--- src/rtl/pipe_ctrl_pkg.sv ---
// Shared types and constants for the pipeline stall/flush controller.
// The optional flush path is enabled with the PIPE_CTRL_FLUSH_EN macro.
package pipe_ctrl_pkg;

    typedef enum logic [1:0] {
        MC_IDLE = 2'b00,
        MC_BUSY = 2'b01,
        MC_DONE = 2'b10
    } mc_state_e;

    // stall bit 0 = pc ... bit 5 = wb; 1 holds the stage
    localparam logic [5:0] STALL_NONE    = 6'b000000;
    localparam logic [5:0] STALL_FROM_ID = 6'b000111;
    localparam logic [5:0] STALL_FROM_EX = 6'b001111;

    function automatic logic [31:0] sat_inc32(input logic [31:0] v);
        return (v == 32'hFFFF_FFFF) ? v : v + 32'd1;
    endfunction

endpackage

--- src/rtl/pipe_ctrl_mc_seq.sv ---
// Multi-cycle ex operation sequencer: IDLE/BUSY/DONE FSM with a down-counter.
// abort_i returns the FSM to IDLE from any state and drops a same-cycle start.
module mc_seq
    import pipe_ctrl_pkg::*;
#(
    parameter int MC_CNT_W = 6
) (
    input  logic                clk,
    input  logic                rst,
    input  logic                start_i,
    input  logic [MC_CNT_W-1:0] cycles_i,
    input  logic                cancel_i,
    input  logic                abort_i,
    output logic                busy_o,
    output logic                done_o,
    output logic                ex_stall_o
);

    mc_state_e           state_q, state_d;
    logic [MC_CNT_W-1:0] cnt_q, cnt_d;

    always_ff @(posedge clk) begin
        if (rst) begin
            state_q <= MC_IDLE;
            cnt_q   <= '0;
        end else begin
            state_q <= state_d;
            cnt_q   <= cnt_d;
        end
    end

    always_comb begin
        state_d = state_q;
        cnt_d   = cnt_q;
        if (abort_i) begin
            state_d = MC_IDLE;
        end else begin
            unique case (state_q)
                MC_IDLE: begin
                    if (start_i) begin
                        if (cycles_i != '0) begin
                            state_d = MC_BUSY;
                            cnt_d   = cycles_i - 1'b1;
                        end else begin
                            state_d = MC_DONE;
                        end
                    end
                end
                MC_BUSY: begin
                    // cancel wins even on the last busy cycle, so no done pulse follows
                    if (cancel_i) begin
                        state_d = MC_IDLE;
                    end else if (cnt_q == '0) begin
                        state_d = MC_DONE;
                    end else begin
                        cnt_d = cnt_q - 1'b1;
                    end
                end
                MC_DONE: state_d = MC_IDLE;
                default: state_d = MC_IDLE;
            endcase
        end
    end

    assign busy_o     = (state_q == MC_BUSY);
    assign done_o     = (state_q == MC_DONE);
    assign ex_stall_o = busy_o | ((state_q == MC_IDLE) & start_i);

endmodule

--- src/rtl/pipe_ctrl.sv ---
// Pipeline stall/flush controller: stall priority mux, flush gating, saturating stall counter.
// Optional flush path: define PIPE_CTRL_FLUSH_EN.
module pipe_ctrl
    import pipe_ctrl_pkg::*;
#(
    parameter int MC_CNT_W = 6
) (
    input  logic                clk,
    input  logic                rst,
    input  logic                stallreq_id_i,
    input  logic                stallreq_ex_i,
    input  logic                mc_start_i,
    input  logic [MC_CNT_W-1:0] mc_cycles_i,
    input  logic                mc_cancel_i,
    input  logic                flush_req_i,
    output logic [5:0]          stall_o,
    output logic                flush_o,
    output logic                mc_busy_o,
    output logic                mc_done_o,
    output logic [31:0]         stall_cnt_o
);

    logic        flush_act;
    logic        seq_busy, seq_done, seq_ex_stall;
    logic [5:0]  stall_d;
    logic [31:0] stall_cnt_q, stall_cnt_d;

`ifdef PIPE_CTRL_FLUSH_EN
    assign flush_act = flush_req_i & ~rst;
`else
    logic unused_flush_req;
    assign unused_flush_req = flush_req_i;
    assign flush_act        = 1'b0;
`endif

    mc_seq #(
        .MC_CNT_W (MC_CNT_W)
    ) u_mc_seq (
        .clk        (clk),
        .rst        (rst),
        .start_i    (mc_start_i),
        .cycles_i   (mc_cycles_i),
        .cancel_i   (mc_cancel_i),
        .abort_i    (flush_act),
        .busy_o     (seq_busy),
        .done_o     (seq_done),
        .ex_stall_o (seq_ex_stall)
    );

    // Zero-latency priority: reset/flush, then ex, then decode
    always_comb begin
        stall_d = STALL_NONE;
        if (rst || flush_act) begin
            stall_d = STALL_NONE;
        end else if (seq_ex_stall || stallreq_ex_i) begin
            stall_d = STALL_FROM_EX;
        end else if (stallreq_id_i) begin
            stall_d = STALL_FROM_ID;
        end
    end

    always_comb begin
        stall_cnt_d = stall_cnt_q;
        if (stall_d != STALL_NONE) begin
            stall_cnt_d = sat_inc32(stall_cnt_q);
        end
    end

    always_ff @(posedge clk) begin
        if (rst) begin
            stall_cnt_q <= '0;
        end else begin
            stall_cnt_q <= stall_cnt_d;
        end
    end

    assign stall_o     = stall_d;
    assign flush_o     = flush_act;
    assign mc_busy_o   = seq_busy & ~rst;
    assign mc_done_o   = seq_done & ~rst;
    assign stall_cnt_o = stall_cnt_q;

endmodule

--- config.mk ---
export PLATFORM = sky130hd
export DESIGN_NAME = pipe_ctrl
export DESIGN_NICKNAME = d
export VERILOG_FILES = /design/src/rtl/pipe_ctrl_pkg.sv /design/src/rtl/pipe_ctrl_mc_seq.sv /design/src/rtl/pipe_ctrl.sv
export SDC_FILE = /design/constraint.sdc
export NUM_CORES = 1
export LEC_CHECK = 0
export BUFFER_PORTS_ARGS = -buffer_cell sky130_fd_sc_hd__buf_2
export CORE_AREA = 10 10 75 103
export CTS_BUF_LIST = sky130_fd_sc_hd__clkbuf_8
export DETAILED_ROUTE_END_ITERATION = 12
export DIE_AREA = 0 0 85 113
export PLACE_DENSITY_LB_ADDON = 0.15
export SYNTH_ARGS = -nofsm -noshare
export SYNTH_HDL_FRONTEND = slang
export SYNTH_SLANG_ARGS = --single-unit
--- constraint.sdc ---
create_clock -name clk -period 6.4 [get_ports clk]
set_clock_uncertainty 0.2 [all_clocks]
set_input_delay 1.28 -clock clk [delete_from_list [all_inputs] [get_ports clk]]
set_output_delay 1.28 -clock clk [all_outputs]
set_load 0.02 [all_outputs]
==> results_tabular.tex <==
\begin{tabular}{lr}
\hline
Metric & Value \\
\hline
\multicolumn{2}{l}{\textbf{Status}} \\
Status & finished clean \\
\multicolumn{2}{l}{\textbf{Global routing}} \\
Initial antenna violation count & 0 \\
Largest net degree at the start of global routing & between 40 and 50 \\
Wire length of the first global-routing pass & a little over 10 mm \\
Number of global-route vias before repair & around 2100 \\
Total track usage & around 12\% \\
Overflow left after global routing & 0 \\
\multicolumn{2}{l}{\textbf{Route}} \\
Routed vias/inst & 5.84 \\
Wire length per cell after detailed routing & $\sim$15 µm \\
Number of search-and-repair iterations in the first detailed-routing pass & 4 \\
Final routed wirelength across all metal layers & $\sim$5.9 mm \\
Violation count after the first detailed-route iteration & about 110 \\
Post-route antenna net violation count & 0 \\
DRC & 0 \\
Total via count after detailed routing & approximately 2300 \\
\multicolumn{2}{l}{\textbf{Worst setup path}} \\
Peak fanout along the critical path & 14 \\
WS Path Type & input port to primary output \\
Endpoint of the worst register-to-register path & stall\_cnt\_o[1]\$\_SDFFE\_PP0P\_ \\
Critical Path AT & approximately 2.3 ns \\
Timing startpoint of the critical path & mc\_start\_i \\
Critical path launch point type & input port \\
Reg-to-reg critical path startpoint & stall\_cnt\_o[11]\$\_SDFFE\_PP0P\_ \\
Type of element capturing the critical path & primary output \\
Worst-case reg-to-reg path depth & 6 \\
Setup slack of the worst register-to-register path & around 3.5 ns \\
Required time at the worst-slack endpoint & roughly 4.9 ns \\
\multicolumn{2}{l}{\textbf{Clock network}} \\
Clock root buffer master & clkbuf\_8 \\
TritonCTS Buffers & 5 \\
Number of sinks handled by clock tree synthesis & 40 \\
Latest clock arrival within the worst-skew pair & roughly 0.29 ns \\
Clk pin slew, worst setup/hold paths & roughly 0.070 ns \\
Maximum root-to-sink buffer count & 2 \\
Post-cts sizing count & 0 \\
CTS H-tree depth & 2 \\
Post-CTS setup buffer count & 0 \\
Clock tree from TritonCTS & built \\
Total of hold buffers inserted after clock tree synthesis & 0 \\
\multicolumn{2}{l}{\textbf{Placement}} \\
Number of buffers inserted by port buffering & 49 \\
Final Wtd Congestion & a little under 0.8 \\
Worst setup timing slack at the placement stage & 2.58 ns \\
Estimated wirelength of the detail-placed design & 4.35 mm \\
\multicolumn{2}{l}{\textbf{Yosys}} \\
FF+latch count, synth & 40 \\
Share of synthesized area occupied by flip-flops and latches & between 30\% and 40\% \\
Asr flop ratio synth & 0\% \\
Post-synth EDFFs & 0 \\
Post-Syn Area per Cell & 8.22 µm² \\
Gate count after technology mapping & 278 \\
Post-Synthesis Cell Area & 2290 µm² \\
Primary flip-flop cell chosen by synthesis mapping & dfxtp\_1 \\
Synthesis warning total & 0 \\
Count of unique library cells instantiated by Yosys & 52 \\
\multicolumn{2}{l}{\textbf{Floorplan}} \\
Chip width & about 85 µm \\
Top-Level Pins & 54 \\
Die span in y & about 110 µm \\
Die footprint & 9610 µm² \\
Std-Cell Rows & 33 \\
Core box area & between 5000 and 6000 µm² \\
Initial cell density of the core & 39.3\% \\
\multicolumn{2}{l}{\textbf{Cells and area}} \\
Top library cells by usage in the layout, fill and taps aside & buf\_2, dfxtp\_1, a21oi\_1 \\
Fraction of the core area covered by cells at the end of the flow & 45.0\% \\
Fraction of final layout cells sized beyond drive strength 1 & 22.3\% \\
Post-layout nets & 333 \\
Number of antenna cells inserted & 0 \\
Most common library cell in the layout ignoring fill and taps & buf\_2 \\
Layout area overhead & 14.5\% \\
\multicolumn{2}{l}{\textbf{Timing}} \\
Setup tns final & 0 ns \\
Crit path setup slack, layout & approximately 2.6 ns \\
Transition time of the tightest slew-check pin & $\sim$0.79 ns \\
Number of max-slew violations in the final report & 0 \\
Final setup viols & 0 \\
Fin crit share & approximately 60\% \\
Unrepaired setup endpoints after global routing & no \\
Final critical path time including I/O delays and setup & 3.81 ns \\
Final Hold Viols & 0 \\
Worst slew margin relative to its limit & a little under half \\
Fmax & 263 MHz \\
Hold slack final & around 0.28 ns \\
\multicolumn{2}{l}{\textbf{Hold path}} \\
Tightest Hold Check Type & register to register \\
Worst hold stages & 2 \\
Worst min-delay path startpoint & u\_mc\_seq.cnt\_q[1]\$\_SDFFE\_PP0P\_ \\
Min-Delay Endpoint & u\_mc\_seq.cnt\_q[1]\$\_SDFFE\_PP0P\_ \\
\multicolumn{2}{l}{\textbf{Flow run}} \\
Maximum Capacitance Violations & 0 \\
\multicolumn{2}{l}{\textbf{Power and ir drop}} \\
Pleak & 0.977 nW \\
Maximum vdd ir drop & 81.5 µV \\
Cell Pwr Density & 204 nW/µm² \\
\hline
\end{tabular}
## worst max path at each step
stage	cells after the start	slack, ns	end
5_1_grt	6	2.50	stall_o[2]
3_3_place_gp	6	2.58	stall_o[0]
2_1_floorplan	6	2.80	stall_o[1]
6_report	6	2.59	stall_o[2]
4_1_cts	6	2.58	stall_o[1]
3_5_place_dp	6	2.58	stall_o[1]
## through the flow
stage	cells	power (W)	area (µm²)
6_report	388	0.000534	2620
5_1_grt	388	0.000559	2620
4_1_cts	388	0.000541	2620
3_5_place_dp	381	0.000359	2520
3_3_place_gp	381	0.000358	2520
2_1_floorplan	280	0.000338	2290
## cell usage after synthesis, drive strengths merged, types with 9 or more instances
| library cell | n | area (µm²) |
|---|---|---|
| or4 | 18 | 139 |
| nand3 | 10 | 50.1 |
| clkbuf | 9 | 33.8 |
| nand2 | 21 | 78.8 |
| o21ai | 11 | 55.1 |
| a21oi | 30 | 154 |
| o31ai | 15 | 113 |
| nor3 | 12 | 65.1 |
| nand4 | 12 | 90.1 |
| buf | 11 | 86.3 |
| nor2 | 15 | 58.8 |
| inv | 10 | 37.5 |
| dfxtp | 40 | 801 |
## layout make-up
type	count	area (µm²)
inverters	10	37.5
repair buffers	51	260
well taps	70	87.6
fillers	595	3200
flip-flops and latches	40	801
clock buffers	7	96.3
multi-input cells	210	1340
## metal layers
layer  GRT usage (%)  part of all wire [%]  up-vias
li1                -                     -     1140
met1            13.3                    41     1064
met2            21.7                    52       56
met3            3.23                   5.3        7
met4            3.19                   1.1        0
met5               0                     0        -
## state kept, by name, indices dropped and copies added (netlist names)
register          flops
u_mc_seq.state_q      2
stall_cnt_o          32
u_mc_seq.cnt_q        6
## where the power goes
part           switching (W)  leakage, nW  total [W]  internal [W]
Combinational      0.0000502        0.603  0.0000825     0.0000323
Clock              0.0000854       0.0503   0.000182     0.0000961
Sequential         0.0000109        0.324   0.000270      0.000259
Total               0.000147        0.977   0.000534      0.000387
## critical path: stages
cell and delay [ns]:
buf_2 0.10, o21bai_1 0.24, nand2_1 0.09, nand2_1 0.14, inv_1 0.23, buf_2 0.24
## logic make-up after synthesis
family,synth area share [%]
compound gates,21.3
fa+ha+maj,1.09
flops,35.0
simple gates,31.0
buf+inv,6.90
mux,3.34
xor+xnor,1.15
other cells,0.164
Power figures use the tool's default switching activity.
